$ cat src/rtl/snake_pkg.sv
// Shared types for the screen multiplexer.
//   screen_t : which screen pipeline is selected
//   RGB_B    : pixel colour width (three 4-bit channels)
//   vga_t    : packed copy of one timing bus, used inside pipeline registers
package snake_pkg;

   localparam int RGB_B = 12;
   localparam int CNT_W = 11;

   typedef enum logic [1:0] {
      SCR_MENU = 2'd0,
      SCR_GAME = 2'd1,
      SCR_LOSE = 2'd2,
      SCR_WIN  = 2'd3
   } screen_t;

   typedef struct packed {
      logic [CNT_W-1:0] hcount;
      logic [CNT_W-1:0] vcount;
      logic             hblnk;
      logic             vblnk;
      logic             hsync;
      logic             vsync;
   } vga_t;

endpackage

$ cat src/rtl/vga_if.sv
// VGA timing bus: counters, blanking and sync strobes.
//   modport in  : consumer side
//   modport out : producer side
interface vga_if;
   logic [10:0] hcount;
   logic [10:0] vcount;
   logic        hblnk;
   logic        vblnk;
   logic        hsync;
   logic        vsync;

   modport in  (input  hcount, vcount, hblnk, vblnk, hsync, vsync);
   modport out (output hcount, vcount, hblnk, vblnk, hsync, vsync);
endinterface

$ cat src/rtl/rgb_scale.sv
// Combinational brightness scaler for one 12-bit pixel.
//   rgb    : input pixel, three 4-bit channels
//   level  : 0..16; 16 passes the pixel unchanged
//   scaled : each channel = (channel*level)>>4, or unchanged at level 16
module rgb_scale
   import snake_pkg::*;
(
   input  logic [RGB_B-1:0] rgb,
   input  logic [4:0]       level,
   output logic [RGB_B-1:0] scaled
);

   for (genvar c = 0; c < 3; c++) begin : g_ch
      logic [7:0] prod;
      // 15*15 = 225 fits in 8 bits; level 16 is handled by the bypass
      assign prod = {4'd0, rgb[c*4 +: 4]} * {4'd0, level[3:0]};
      assign scaled[c*4 +: 4] = level[4] ? rgb[c*4 +: 4] : 4'(prod >> 4);
   end

endmodule

$ cat src/rtl/screen_mux.sv
// Selects one of four screen pipelines and fades in a new screen after a
// switch. Switches only take effect on a frame boundary (rising edge of
// the game pipeline's vblnk). Two-cycle latency for timing and colour.
//   clk, rst              : pixel clock, synchronous active-high reset
//   screen_sel            : requested screen
//   vga_* / rgb_*         : timing bus and colour of each pipeline
//   vga_out / rgb_o       : selected timing and faded colour
//   busy                  : high while a switch or fade is in progress
//
// state   | meaning
// --------+----------------------------------------------------------
// ST_SHOW | steady display of active screen at full brightness
// ST_WAIT | new screen requested, waiting for the next frame boundary
// ST_FADE | new screen is active, brightness ramping 0 -> 16
module screen_mux
   import snake_pkg::*;
#(
   parameter int               FADE_FRAMES = 2,
   parameter logic [RGB_B-1:0] BLANK_COLOR = 12'h000
) (
   input  logic             clk,
   input  logic             rst,
   input  screen_t          screen_sel,
   vga_if.in                vga_menu,
   vga_if.in                vga_game,
   vga_if.in                vga_lose,
   vga_if.in                vga_win,
   input  logic [RGB_B-1:0] rgb_menu,
   input  logic [RGB_B-1:0] rgb_game,
   input  logic [RGB_B-1:0] rgb_lose,
   input  logic [RGB_B-1:0] rgb_win,
   vga_if.out               vga_out,
   output logic [RGB_B-1:0] rgb_o,
   output logic             busy
);

   typedef enum logic [1:0] {ST_SHOW, ST_WAIT, ST_FADE} state_t;

   localparam logic [3:0] FRAME_LAST = 4'(FADE_FRAMES - 1);

   state_t           state_q, state_d;
   screen_t          active_q, active_d;
   screen_t          pending_q, pending_d;
   logic [4:0]       level_q, level_d;
   logic [3:0]       frame_q, frame_d;
   logic             game_vblnk_q;
   logic             frame_edge;

   vga_t             src_vga;
   logic [RGB_B-1:0] src_rgb;
   vga_t             s1_vga_q, s2_vga_q;
   logic [RGB_B-1:0] s1_rgb_q, rgb_q, rgb_d, scaled;

   assign frame_edge = vga_game.vblnk & ~game_vblnk_q;

   always_comb begin
      src_vga = '0;
      src_rgb = '0;
      case (active_q)
         SCR_MENU: begin
            src_vga = {vga_menu.hcount, vga_menu.vcount, vga_menu.hblnk,
                       vga_menu.vblnk, vga_menu.hsync, vga_menu.vsync};
            src_rgb = rgb_menu;
         end
         SCR_GAME: begin
            src_vga = {vga_game.hcount, vga_game.vcount, vga_game.hblnk,
                       vga_game.vblnk, vga_game.hsync, vga_game.vsync};
            src_rgb = rgb_game;
         end
         SCR_LOSE: begin
            src_vga = {vga_lose.hcount, vga_lose.vcount, vga_lose.hblnk,
                       vga_lose.vblnk, vga_lose.hsync, vga_lose.vsync};
            src_rgb = rgb_lose;
         end
         default: begin
            src_vga = {vga_win.hcount, vga_win.vcount, vga_win.hblnk,
                       vga_win.vblnk, vga_win.hsync, vga_win.vsync};
            src_rgb = rgb_win;
         end
      endcase
   end

   always_comb begin
      state_d   = state_q;
      active_d  = active_q;
      pending_d = pending_q;
      level_d   = level_q;
      frame_d   = frame_q;
      case (state_q)
         ST_SHOW: begin
            level_d = 5'd16;
            if (screen_sel != active_q) begin
               pending_d = screen_sel;
               state_d   = ST_WAIT;
            end
         end
         ST_WAIT: begin
            // level is held so a re-select during a fade keeps its brightness
            pending_d = screen_sel;
            if (frame_edge) begin
               active_d = pending_q;
               level_d  = 5'd0;
               frame_d  = 4'd0;
               state_d  = ST_FADE;
            end else if (screen_sel == active_q) begin
               level_d = 5'd16;
               state_d = ST_SHOW;
            end
         end
         ST_FADE: begin
            if (screen_sel != active_q) begin
               pending_d = screen_sel;
               state_d   = ST_WAIT;
            end else if (frame_edge) begin
               if (frame_q == FRAME_LAST) begin
                  frame_d = 4'd0;
                  if (level_q == 5'd15) begin
                     level_d = 5'd16;
                     state_d = ST_SHOW;
                  end else begin
                     level_d = level_q + 5'd1;
                  end
               end else begin
                  frame_d = frame_q + 4'd1;
               end
            end
         end
         default: state_d = ST_SHOW;
      endcase
   end

   rgb_scale u_scale (
      .rgb    (s1_rgb_q),
      .level  (level_q),
      .scaled (scaled)
   );

   always_comb begin
      rgb_d = scaled;
      if (s1_vga_q.hblnk || s1_vga_q.vblnk || level_q == 5'd0) rgb_d = BLANK_COLOR;
   end

   always_ff @(posedge clk) begin
      if (rst) begin
         state_q      <= ST_SHOW;
         active_q     <= SCR_MENU;
         pending_q    <= SCR_MENU;
         level_q      <= 5'd16;
         frame_q      <= 4'd0;
         game_vblnk_q <= 1'b0;
         s1_vga_q     <= '0;
         s1_rgb_q     <= '0;
         s2_vga_q     <= '0;
         rgb_q        <= '0;
      end else begin
         state_q      <= state_d;
         active_q     <= active_d;
         pending_q    <= pending_d;
         level_q      <= level_d;
         frame_q      <= frame_d;
         game_vblnk_q <= vga_game.vblnk;
         s1_vga_q     <= src_vga;
         s1_rgb_q     <= src_rgb;
         s2_vga_q     <= s1_vga_q;
         rgb_q        <= rgb_d;
      end
   end

   assign vga_out.hcount = s2_vga_q.hcount;
   assign vga_out.vcount = s2_vga_q.vcount;
   assign vga_out.hblnk  = s2_vga_q.hblnk;
   assign vga_out.vblnk  = s2_vga_q.vblnk;
   assign vga_out.hsync  = s2_vga_q.hsync;
   assign vga_out.vsync  = s2_vga_q.vsync;
   assign rgb_o          = rgb_q;
   assign busy           = (state_q != ST_SHOW);

endmodule

$ cat src/flat_wrapper.sv
// flat-port wrapper written by rule: the top's interface ports become plain ports
module screen_mux_flat import snake_pkg::*;
#(
   parameter int               FADE_FRAMES = 2,
   parameter logic [RGB_B-1:0] BLANK_COLOR = 12'h000
)
  (clk, rst, screen_sel, rgb_menu, rgb_game, rgb_lose, rgb_win, rgb_o, busy, vga_menu_hcount, vga_menu_vcount, vga_menu_hblnk, vga_menu_vblnk, vga_menu_hsync, vga_menu_vsync, vga_game_hcount, vga_game_vcount, vga_game_hblnk, vga_game_vblnk, vga_game_hsync, vga_game_vsync, vga_lose_hcount, vga_lose_vcount, vga_lose_hblnk, vga_lose_vblnk, vga_lose_hsync, vga_lose_vsync, vga_win_hcount, vga_win_vcount, vga_win_hblnk, vga_win_vblnk, vga_win_hsync, vga_win_vsync, vga_out_hcount, vga_out_vcount, vga_out_hblnk, vga_out_vblnk, vga_out_hsync, vga_out_vsync);
  vga_if vga_menu_i ();
  vga_if vga_game_i ();
  vga_if vga_lose_i ();
  vga_if vga_win_i ();
  vga_if vga_out_i ();
  input  logic clk;
  input  logic rst;
  input  screen_t screen_sel;
  input  logic [RGB_B-1:0] rgb_menu;
  input  logic [RGB_B-1:0] rgb_game;
  input  logic [RGB_B-1:0] rgb_lose;
  input  logic [RGB_B-1:0] rgb_win;
  output logic [RGB_B-1:0] rgb_o;
  output logic busy;
  input wire logic [$bits(vga_menu_i.hcount)-1:0] vga_menu_hcount;
  input wire logic [$bits(vga_menu_i.vcount)-1:0] vga_menu_vcount;
  input wire logic [$bits(vga_menu_i.hblnk)-1:0] vga_menu_hblnk;
  input wire logic [$bits(vga_menu_i.vblnk)-1:0] vga_menu_vblnk;
  input wire logic [$bits(vga_menu_i.hsync)-1:0] vga_menu_hsync;
  input wire logic [$bits(vga_menu_i.vsync)-1:0] vga_menu_vsync;
  input wire logic [$bits(vga_game_i.hcount)-1:0] vga_game_hcount;
  input wire logic [$bits(vga_game_i.vcount)-1:0] vga_game_vcount;
  input wire logic [$bits(vga_game_i.hblnk)-1:0] vga_game_hblnk;
  input wire logic [$bits(vga_game_i.vblnk)-1:0] vga_game_vblnk;
  input wire logic [$bits(vga_game_i.hsync)-1:0] vga_game_hsync;
  input wire logic [$bits(vga_game_i.vsync)-1:0] vga_game_vsync;
  input wire logic [$bits(vga_lose_i.hcount)-1:0] vga_lose_hcount;
  input wire logic [$bits(vga_lose_i.vcount)-1:0] vga_lose_vcount;
  input wire logic [$bits(vga_lose_i.hblnk)-1:0] vga_lose_hblnk;
  input wire logic [$bits(vga_lose_i.vblnk)-1:0] vga_lose_vblnk;
  input wire logic [$bits(vga_lose_i.hsync)-1:0] vga_lose_hsync;
  input wire logic [$bits(vga_lose_i.vsync)-1:0] vga_lose_vsync;
  input wire logic [$bits(vga_win_i.hcount)-1:0] vga_win_hcount;
  input wire logic [$bits(vga_win_i.vcount)-1:0] vga_win_vcount;
  input wire logic [$bits(vga_win_i.hblnk)-1:0] vga_win_hblnk;
  input wire logic [$bits(vga_win_i.vblnk)-1:0] vga_win_vblnk;
  input wire logic [$bits(vga_win_i.hsync)-1:0] vga_win_hsync;
  input wire logic [$bits(vga_win_i.vsync)-1:0] vga_win_vsync;
  output wire logic [$bits(vga_out_i.hcount)-1:0] vga_out_hcount;
  output wire logic [$bits(vga_out_i.vcount)-1:0] vga_out_vcount;
  output wire logic [$bits(vga_out_i.hblnk)-1:0] vga_out_hblnk;
  output wire logic [$bits(vga_out_i.vblnk)-1:0] vga_out_vblnk;
  output wire logic [$bits(vga_out_i.hsync)-1:0] vga_out_hsync;
  output wire logic [$bits(vga_out_i.vsync)-1:0] vga_out_vsync;
  assign vga_menu_i.hcount = vga_menu_hcount;
  assign vga_menu_i.vcount = vga_menu_vcount;
  assign vga_menu_i.hblnk = vga_menu_hblnk;
  assign vga_menu_i.vblnk = vga_menu_vblnk;
  assign vga_menu_i.hsync = vga_menu_hsync;
  assign vga_menu_i.vsync = vga_menu_vsync;
  assign vga_game_i.hcount = vga_game_hcount;
  assign vga_game_i.vcount = vga_game_vcount;
  assign vga_game_i.hblnk = vga_game_hblnk;
  assign vga_game_i.vblnk = vga_game_vblnk;
  assign vga_game_i.hsync = vga_game_hsync;
  assign vga_game_i.vsync = vga_game_vsync;
  assign vga_lose_i.hcount = vga_lose_hcount;
  assign vga_lose_i.vcount = vga_lose_vcount;
  assign vga_lose_i.hblnk = vga_lose_hblnk;
  assign vga_lose_i.vblnk = vga_lose_vblnk;
  assign vga_lose_i.hsync = vga_lose_hsync;
  assign vga_lose_i.vsync = vga_lose_vsync;
  assign vga_win_i.hcount = vga_win_hcount;
  assign vga_win_i.vcount = vga_win_vcount;
  assign vga_win_i.hblnk = vga_win_hblnk;
  assign vga_win_i.vblnk = vga_win_vblnk;
  assign vga_win_i.hsync = vga_win_hsync;
  assign vga_win_i.vsync = vga_win_vsync;
  assign vga_out_hcount = vga_out_i.hcount;
  assign vga_out_vcount = vga_out_i.vcount;
  assign vga_out_hblnk = vga_out_i.hblnk;
  assign vga_out_vblnk = vga_out_i.vblnk;
  assign vga_out_hsync = vga_out_i.hsync;
  assign vga_out_vsync = vga_out_i.vsync;
  screen_mux #(.FADE_FRAMES(FADE_FRAMES), .BLANK_COLOR(BLANK_COLOR)) u_core (.clk(clk), .rst(rst), .screen_sel(screen_sel), .vga_menu(vga_menu_i), .vga_game(vga_game_i), .vga_lose(vga_lose_i), .vga_win(vga_win_i), .rgb_menu(rgb_menu), .rgb_game(rgb_game), .rgb_lose(rgb_lose), .rgb_win(rgb_win), .vga_out(vga_out_i), .rgb_o(rgb_o), .busy(busy));
endmodule
$ cat config.mk
export PLATFORM = sky130hd
export DESIGN_NAME = screen_mux_flat
export DESIGN_NICKNAME = d
export VERILOG_FILES = /design/src/rtl/snake_pkg.sv /design/src/rtl/vga_if.sv /design/src/rtl/rgb_scale.sv /design/src/rtl/screen_mux.sv /design/src/flat_wrapper.sv
export SDC_FILE = /design/constraint.sdc
export NUM_CORES = 1
export LEC_CHECK = 0
export BUFFER_PORTS_ARGS = -buffer_cell sky130_fd_sc_hd__buf_4
export CORE_ASPECT_RATIO = 1.1
export CORE_MARGIN = 4
export CORE_UTILIZATION = 54
export CTS_CLUSTER_DIAMETER = 100
export CTS_CLUSTER_SIZE = 30
export DETAILED_ROUTE_END_ITERATION = 7
export PLACE_DENSITY = 0.87
export SLEW_MARGIN = 20
export SYNTH_ARGS = -nofsm -noshare
export SYNTH_HDL_FRONTEND = slang
export SYNTH_SLANG_ARGS = --single-unit
$ cat constraint.sdc
create_clock -name clk -period 9.1 [get_ports clk]
set_input_delay 0.91 -clock clk [delete_from_list [all_inputs] [get_ports clk]]
set_output_delay 0.91 -clock clk [all_outputs]
set_load 0.01 [all_outputs]
==> results of run 1 <==
state kept, by name, summed over array words and instances, names as in the netlist, 2 cells and up:
name                   cells
u_core.level_q             5
u_core.vga_out.vcount     11
u_core.s1_vga_q           26
u_core.vga_out.hcount     11
u_core.s1_rgb_q           12
u_core.state_q             2
u_core.frame_q             4
u_core.active_q            2
u_core.rgb_o              12
u_core.pending_q           2
routing by layer:
metal	wire [um]	vias to the layer above
li1	-	2154
met1	5267	2141
met2	7394	155
met3	856	39
met4	461	0
met5	0	-
kinds of logic (layout without fill, tap and decap cells):
kind of cell / after synthesis / in the layout / synth area share (%)
DFF: 92 / 92 / 35.22
adders and majority gates: 48 / 48 / 12.78
AOI/OAI and AO/OA: 59 / 59 / 7.681
xor gates and xnor gates: 3 / 3 / 0.5026
and+or+nand+nor: 208 / 208 / 22.83
buffers and inverters: 44 / 227 / 3.470
muxes: 44 / 44 / 17.52
cell usage after synthesis (all sizes together):
library cell and instances:
a21o 4, dfxtp 92, or4 4, nand2b 7, o21a 2, nand4 8
a22o 1, mux4 38, a2bb2oi 1, o31ai 7, a31oi 3, a311oi 2
or3 1, nand3 19, buf 7, nor3 11, nor3b 4, o311a 1
nor4b 1, xor2 3, o311ai 1, clkbuf 21, o2111ai 1, inv 16
fa 9, or2 1, and3 5, o21ai 16, o211ai 4, nor2 11
o21bai 3, and2 32, or3b 1, nor4 7, and4b 1, a32o 2
a21oi 9, a41oi 2, mux2i 6, nand2 27, nor2b 67, nand3b 1
ha 39
cell type report:
| class | count | area, um^2 | share of cell area (%) |
|---|---|---|---|
| inverter | 16 | 60.06 | 0.8689 |
| clock inverter | 7 | 67.56 | 0.9776 |
| multi-input combinational | 362 | 3206 | 46.38 |
| clock buffer | 9 | 123.9 | 1.792 |
| sequential | 92 | 1844 | 26.68 |
| tap | 117 | 146.4 | 2.118 |
| timing repair buffer | 195 | 1464 | 21.18 |
path summary, 6_finish.rpt:
kind                        from                       end
max            u_core.level_q[1]          u_core.rgb_o[11]
min          u_core.s1_vga_q[16]  u_core.vga_out.hcount[1]
max reg2reg    u_core.level_q[1]          u_core.rgb_o[11]
min reg2reg  u_core.s1_vga_q[16]  u_core.vga_out.hcount[1]
through the flow:
step                hold slack, ns  power [uW]  setup slack (ns)  utilization [%]  area (um^2)
floorplan                   0.4138       543.6             5.934                -         5229
global placement            0.4179       628.7             5.954            71.51         6720
CTS                         0.4378       899.7             5.871            73.55         6912
global route                0.4520       933.6             5.670            73.55         6912
detailed placement          0.4231       635.7             5.889            71.51         6720
finish                      0.4383       894.5             5.797            73.55         6912
worst max-delay path: stages (launching register included):
cell      delay [ns]
dfxtp_1         0.74
nand2_1         0.14
fa_1            0.50
inv_1           0.05
fa_1            0.47
ha_1            0.31
nand4_1         0.12
o211ai_1        0.17
or4_1           0.43
a32o_1          0.26
power by group:
group          leakage (uW)  internal [uW]  switching, uW
logic               0.00228            105           75.0
registers          0.000759            428           19.5
clock network     0.0000993            106            161
==> run summary, run 1 <==
Leakage power: 0.003141 uW
CP max FO: 19
Vias per cell: 5.625
#FFs+latches synth: 92
Worst hold path class: flip-flop to flip-flop
CTS Buffer Depth: 2
Post-route ant nets: 0
GPL Wtd Cong: 0.9668
Met3 usage: 4.720%
Die area: 11,320 um^2
RSZ-0062 raised after global routing: false
Final non-filler cell total: 798
Setup TNS: 0 ns
Setup Skew: 0.008488 ns
VDD IR-drop max: 0.09488 mV
Ranking of synthesized cells by area: dfxtp_1 (35%), mux4_2 (16%), ha_1 (9.3%)
Cells on Worst Hold Path: 1
Most frequent cells in the layout: buf_4 (195), dfxtp_1 (90), nor2b_1 (67), ha_1 (39), mux4_2 (38)
Setup crit start kind: flip-flop
Share of cells above drive strength 1: 37.44%
Nets@finish: 880
Grt met2 use: 43.72%
Cell count after synthesis: 498
Initial antenna violation count: 0
H-tree depth: 3
Pin count of the biggest net entering global routing: 94
Die height: 111.2 um
Vias in the first global route: 4,673
GR peak layer: met2
Port buffer count: 194
Max-slew violations: 0
Data required time of the worst path: 9.36 ns
Num CTS Buffers: 9
Final setup fails: 0
Die X: 101.8 um
Total number of vias: 4,489
R2R setup slack: 5.80 ns
Total wire length: 13.98 mm
# rows: 37
Post_cts resized: 0
First-pass GRT wire length: 22.26 mm
Largest area contributor in the netlist: dfxtp_1
Hpwl dp: 10.91 mm
Synth cell types: 49
Commonest non-fill, non-tap cell in the layout: buf_4
Critical Path Sink Type: flip-flop
Synth warn: 0
Inserted Diodes: 0
Starting density of the core: 55.64%
Remaining routing DRC violations: 0
Met1 usage: 29.64%
WL per Instance: 17.52 um
Max_cap viols: 0
Critical path class: flip-flop to flip-flop
Post-CTS setup buffers: 0
First DRT Iteration DRCs: 223
# placed instances: 782
Sequential element share of the synthesized area: 35.22%
TritonRoute pass-1 iters: 4
Period utilization: 36.29%
Outcome: finished clean
CTS tree: done
Fin. Hold Viols: 0
Synth Area per Inst: 10.50 um^2
Reg clk slew, reported paths: 0.10 ns
CTS Sinks: 92
I/O pin total: 195
Post-synth top area share: 35.22%
Hold buffers post-CTS: 0
Clk root buf: clkbuf_8
Layout filler cell count: 669
Syn_nets: 702
Final worst path period need: 3.303 ns
Fmax: 302.8 MHz
Worst EP arrival: 3.56 ns
Worst slew pin tran: 1.008 ns
Relative slew slack: 32.68%
Worst skew pair latency: 0.37 ns
Tot GR Track Use: 25.08%
Power Density: 129.4 nW/um^2
Reg2reg path depth: 9
Total grt overflow: 0
Area growth from synthesis to layout: 32.18%
Core ar.: 9398 um^2
Synthesized cell area: 5229 um^2
Power figures use the tool's default switching activity.
==> run 2, diff against run 1 <==
ABC_AREA = 1   (was not set)
CORE_UTILIZATION = 46   (was 54)
PLACE_DENSITY = 0.78   (was 0.87)
clock period = 2.7 ns   (was 9.1 ns; I/O delays follow)
==> run summary, run 2 <==
Outcome: finished clean (unchanged)
Number of synthesized flops with an enable pin: 0 (unchanged)
Commonest non-fill, non-tap cell in the layout: buf_4 (unchanged)
Max_cap viols: 0 (unchanged)
WL per Instance: 13.89 um (was 17.52 um)
Synthesized cell area: 5505 um^2 (was 5229 um^2)
Primary FF master, synth: dfxtp_1 (unchanged)
Switching pwr: 1430 uW (was 255.4 uW)
Worst hold path class: input port to flip-flop (was flip-flop to flip-flop)
Final setup fails: 0 (unchanged)
Most instantiated cells after synthesis: nand2_1 (184), inv_1 (140), dfxtp_1 (92) (was dfxtp_1 (92), nor2b_1 (67), ha_1 (39))
Inserted Diodes: 0 (unchanged)
Fmax: 395.3 MHz (was 302.8 MHz)
Share of cells above drive strength 1: 26.14% (was 37.44%)
Cell count after synthesis: 791 (was 498)
Die height: 122.7 um (was 111.2 um)
R2R setup slack: 0.17 ns (was 5.80 ns)
Final instance area: 7431 um^2 (was 6912 um^2)
H-tree depth: 3 (unchanged)
Critical path cell sequence: nand2_1 -> fa_1 -> inv_1 -> fa_1 -> ha_1 -> a21oi_1 -> o21a_1 -> a21oi_1 -> nor2_1 -> nor2_1 (was nand2_1 -> fa_1 -> inv_1 -> fa_1 -> ha_1 -> nand4_1 -> o211ai_1 -> or4_1 -> a32o_1)
Setup Skew: 0.006391 ns (was 0.008488 ns)
Largest area contributor in the netlist: dfxtp_1 (unchanged)
Reg clk slew, reported paths: 0.07 ns (was 0.10 ns)
Post-route ant nets: 0 (unchanged)
Clk root buf: clkbuf_16 (was clkbuf_8)
Worst skew pair latency: 0.35 ns (was 0.37 ns)
Hold buffers post-CTS: 0 (unchanged)
Fin. Hold Viols: 0 (unchanged)
FF-to-FF Start: u_core.s1_rgb_q[4] (was u_core.level_q[1])
CP max-delay cell: fa_1 (was dfxtp_1)
CP peak stage delay: 0.54 ns (was 0.74 ns)
Nets@finish: 1,182 (was 880)
Period utilization: 93.70% (was 36.29%)
Post-Place Cell Area: 7116 um^2 (was 6720 um^2)
Layout filler cell count: 1,029 (was 669)
RSZ-0062 raised after global routing: false (unchanged)
Worst slew pin tran: 0.7199 ns (was 1.008 ns)
Count leader, synth: nand2_1 (was dfxtp_1)
CP max FO: 4 (was 19)
Die X: 112.3 um (was 101.8 um)
Sw Ratio: 33.96% (was 28.55%)
P_int: 2782 uW (was 639.1 uW)
Max-slew violations: 0 (unchanged)
Data required time of the worst path: 2.94 ns (was 9.36 ns)
Initial antenna violation count: 0 (unchanged)
Sequential cell area: 1852 um^2 (was 1844 um^2)
Vias per cell: 4.932 (was 5.625)
Most frequent cells in the layout: buf_4 (213), nand2_1 (183), inv_1 (140), dfxtp_1 (86), nor2_1 (70) (was buf_4 (195), dfxtp_1 (90), nor2b_1 (67), ha_1 (39), mux4_2 (38))
Area of the multi-input gates: 2942 um^2 (was 3206 um^2)
Synth Area per Inst: 6.960 um^2 (was 10.50 um^2)
Critical Path Sink Type: flip-flop (unchanged)
Post-synth top area share: 33.45% (was 35.22%)
Synth cell types: 32 (was 49)
Synth warn: 0 (unchanged)
Total Power: 4212 uW (was 894.5 uW)
Vias in the first global route: 5,426 (was 4,673)
Leakage power: 0.004265 uW (was 0.003141 uW)
Total grt overflow: 0 (unchanged)
Clock share of power: 29.0% (was 29.9%)
CTS Sinks: 92 (unchanged)
Crit Reg-Reg Endpoint: u_core.rgb_o[7] (was u_core.rgb_o[11])
TritonRoute pass-1 iters: 5 (was 4)
Power Density: 566.8 nW/um^2 (was 129.4 nW/um^2)
Remaining routing DRC violations: 0 (unchanged)
Setup TNS: 0 ns (unchanged)
Num CTS Buffers: 9 (unchanged)
CP top delay family: adder cells (unchanged)
I/O pin total: 195 (unchanged)
Starting density of the core: 47.49% (was 55.64%)
Crit path buffers/inverters: 1 (unchanged)
Setup crit start kind: flip-flop (unchanged)
Relative slew slack: 51.89% (was 32.68%)
Hpwl dp: 12.37 mm (was 10.91 mm)
#FFs+latches synth: 92 (unchanged)
Pin count of the biggest net entering global routing: 48 (was 94)
Tot GR Track Use: 22.83% (was 25.08%)
Total wire length: 15.74 mm (was 13.98 mm)
Syn_nets: 995 (was 702)
Flop pwr share: 39.7% (was 50.0%)
CTS tree: done (unchanged)
Max FFs per register: 26 (unchanged)
Critical Path Sink: u_core.rgb_o[7] (was u_core.rgb_o[11])
Ranking of synthesized cells by area: dfxtp_1 (33%), nand2_1 (13%), inv_1 (9.5%) (was dfxtp_1 (35%), mux4_2 (16%), ha_1 (9.3%))
Final Util: 64.09% (was 73.55%)
Total number of vias: 5,588 (was 4,489)
Levels on crit path: 10 (was 9)
Critical path launch point: u_core.s1_rgb_q[4] (was u_core.level_q[1])
Fraction of registers with async set/reset: 0% (unchanged)
Largest Register: u_core.s1_vga_q (unchanged)
Sequential element share of the synthesized area: 33.45% (was 35.22%)
Final worst path period need: 2.530 ns (was 3.303 ns)
Reg2reg path depth: 10 (was 9)
Area growth from synthesis to layout: 34.98% (was 32.18%)
Power share of the combinational group: 31.3% (was 20.1%)
First-pass GRT wire length: 25.32 mm (was 22.26 mm)
VDD IR-drop max: 0.3044 mV (was 0.09488 mV)
First DRT Iteration DRCs: 237 (was 223)
HP Start: vga_game_vblnk (was u_core.s1_vga_q[16])
Core ar.: 11,590 um^2 (was 9398 um^2)
Post_cts resized: 0 (unchanged)
Critical path class: flip-flop to flip-flop (unchanged)
CTS Buffer Depth: 2 (unchanged)
GPL Wtd Cong: 0.8855 (was 0.9668)
# rows: 41 (was 37)
Post-CTS setup buffers: 0 (unchanged)
Port buffer count: 194 (unchanged)
Worst EP arrival: 2.77 ns (was 3.56 ns)
Die area: 13,780 um^2 (was 11,320 um^2)
-- run 2: worst min path at each step --
stage | end | slack (ns) | depth (start not counted)
finish | u_core.game_vblnk_q | 0.15 | 3
global route | u_core.s1_vga_q[18] | 0.15 | 3
global placement | u_core.vga_out.hcount[8] | 0.39 | 2
detailed placement | u_core.vga_out.hcount[1] | 0.39 | 2
CTS | u_core.game_vblnk_q | 0.15 | 3
floorplan | u_core.vga_out.hcount[0] | 0.39 | 2
-- run 2: kinds of logic after synthesis --
family / after synthesis / synth area share (%)
simple gates: 336 / 25.93
xor+xnor: 5 / 0.7954
buf+inv: 183 / 13.50
flops: 92 / 33.45
compound gates: 127 / 14.18
fa+ha+maj: 48 / 12.14
-- run 2: cell type report --
cell class	instances	area share, %
clock buffer	9	3.031
clock inverter	7	0.8251
inverter	145	7.324
multi-input combinational	516	39.59
sequential	92	24.92
tap	150	2.526
timing repair buffer	214	21.79
-- run 2: per-stage QoR --
step | setup WS [ns] | instances | hold slack, ns
detailed placement | 0.1190 | 1117 | 0.3942
CTS | 0.09963 | 1133 | 0.1457
global route | 0.007013 | 1133 | 0.1475
finish | 0.1701 | 1133 | 0.1542
global placement | 0.1811 | 1117 | 0.3889
floorplan | 0.008782 | 791 | 0.3883
-- run 2: layer usage --
metal  wire [um]  vias to the layer above  global-route usage (%)  part of all wire (%)
met5           0                        -                       0                     0
met4         316                        0                   7.213                   2.0
met3        1109                       25                   6.213                   7.0
met2        7962                      196                   40.35                    51
met1        6355                     2510                   27.00                    40
li1            -                     2857                       -                     -
-- run 2: power by group through the flow --
stage                     clock [uW]  sequential (uW)  combinational [uW]
after floorplan                    0             1680                 800
after detailed placement           0             1700                1320
after global routing            1300             1700                1490
after CTS                       1240             1670                1320
final                           1220             1670                1320
after global placement             0             1700                1300
-- run 2: worst register-to-register path, stage by stage (launching register included) --
cell	delay, ns
dfxtp_1	0.37
nand2_1	0.10
fa_1	0.54
inv_1	0.06
fa_1	0.42
ha_1	0.33
a21oi_1	0.24
o21a_1	0.16
a21oi_1	0.06
nor2_1	0.10
nor2_1	0.04
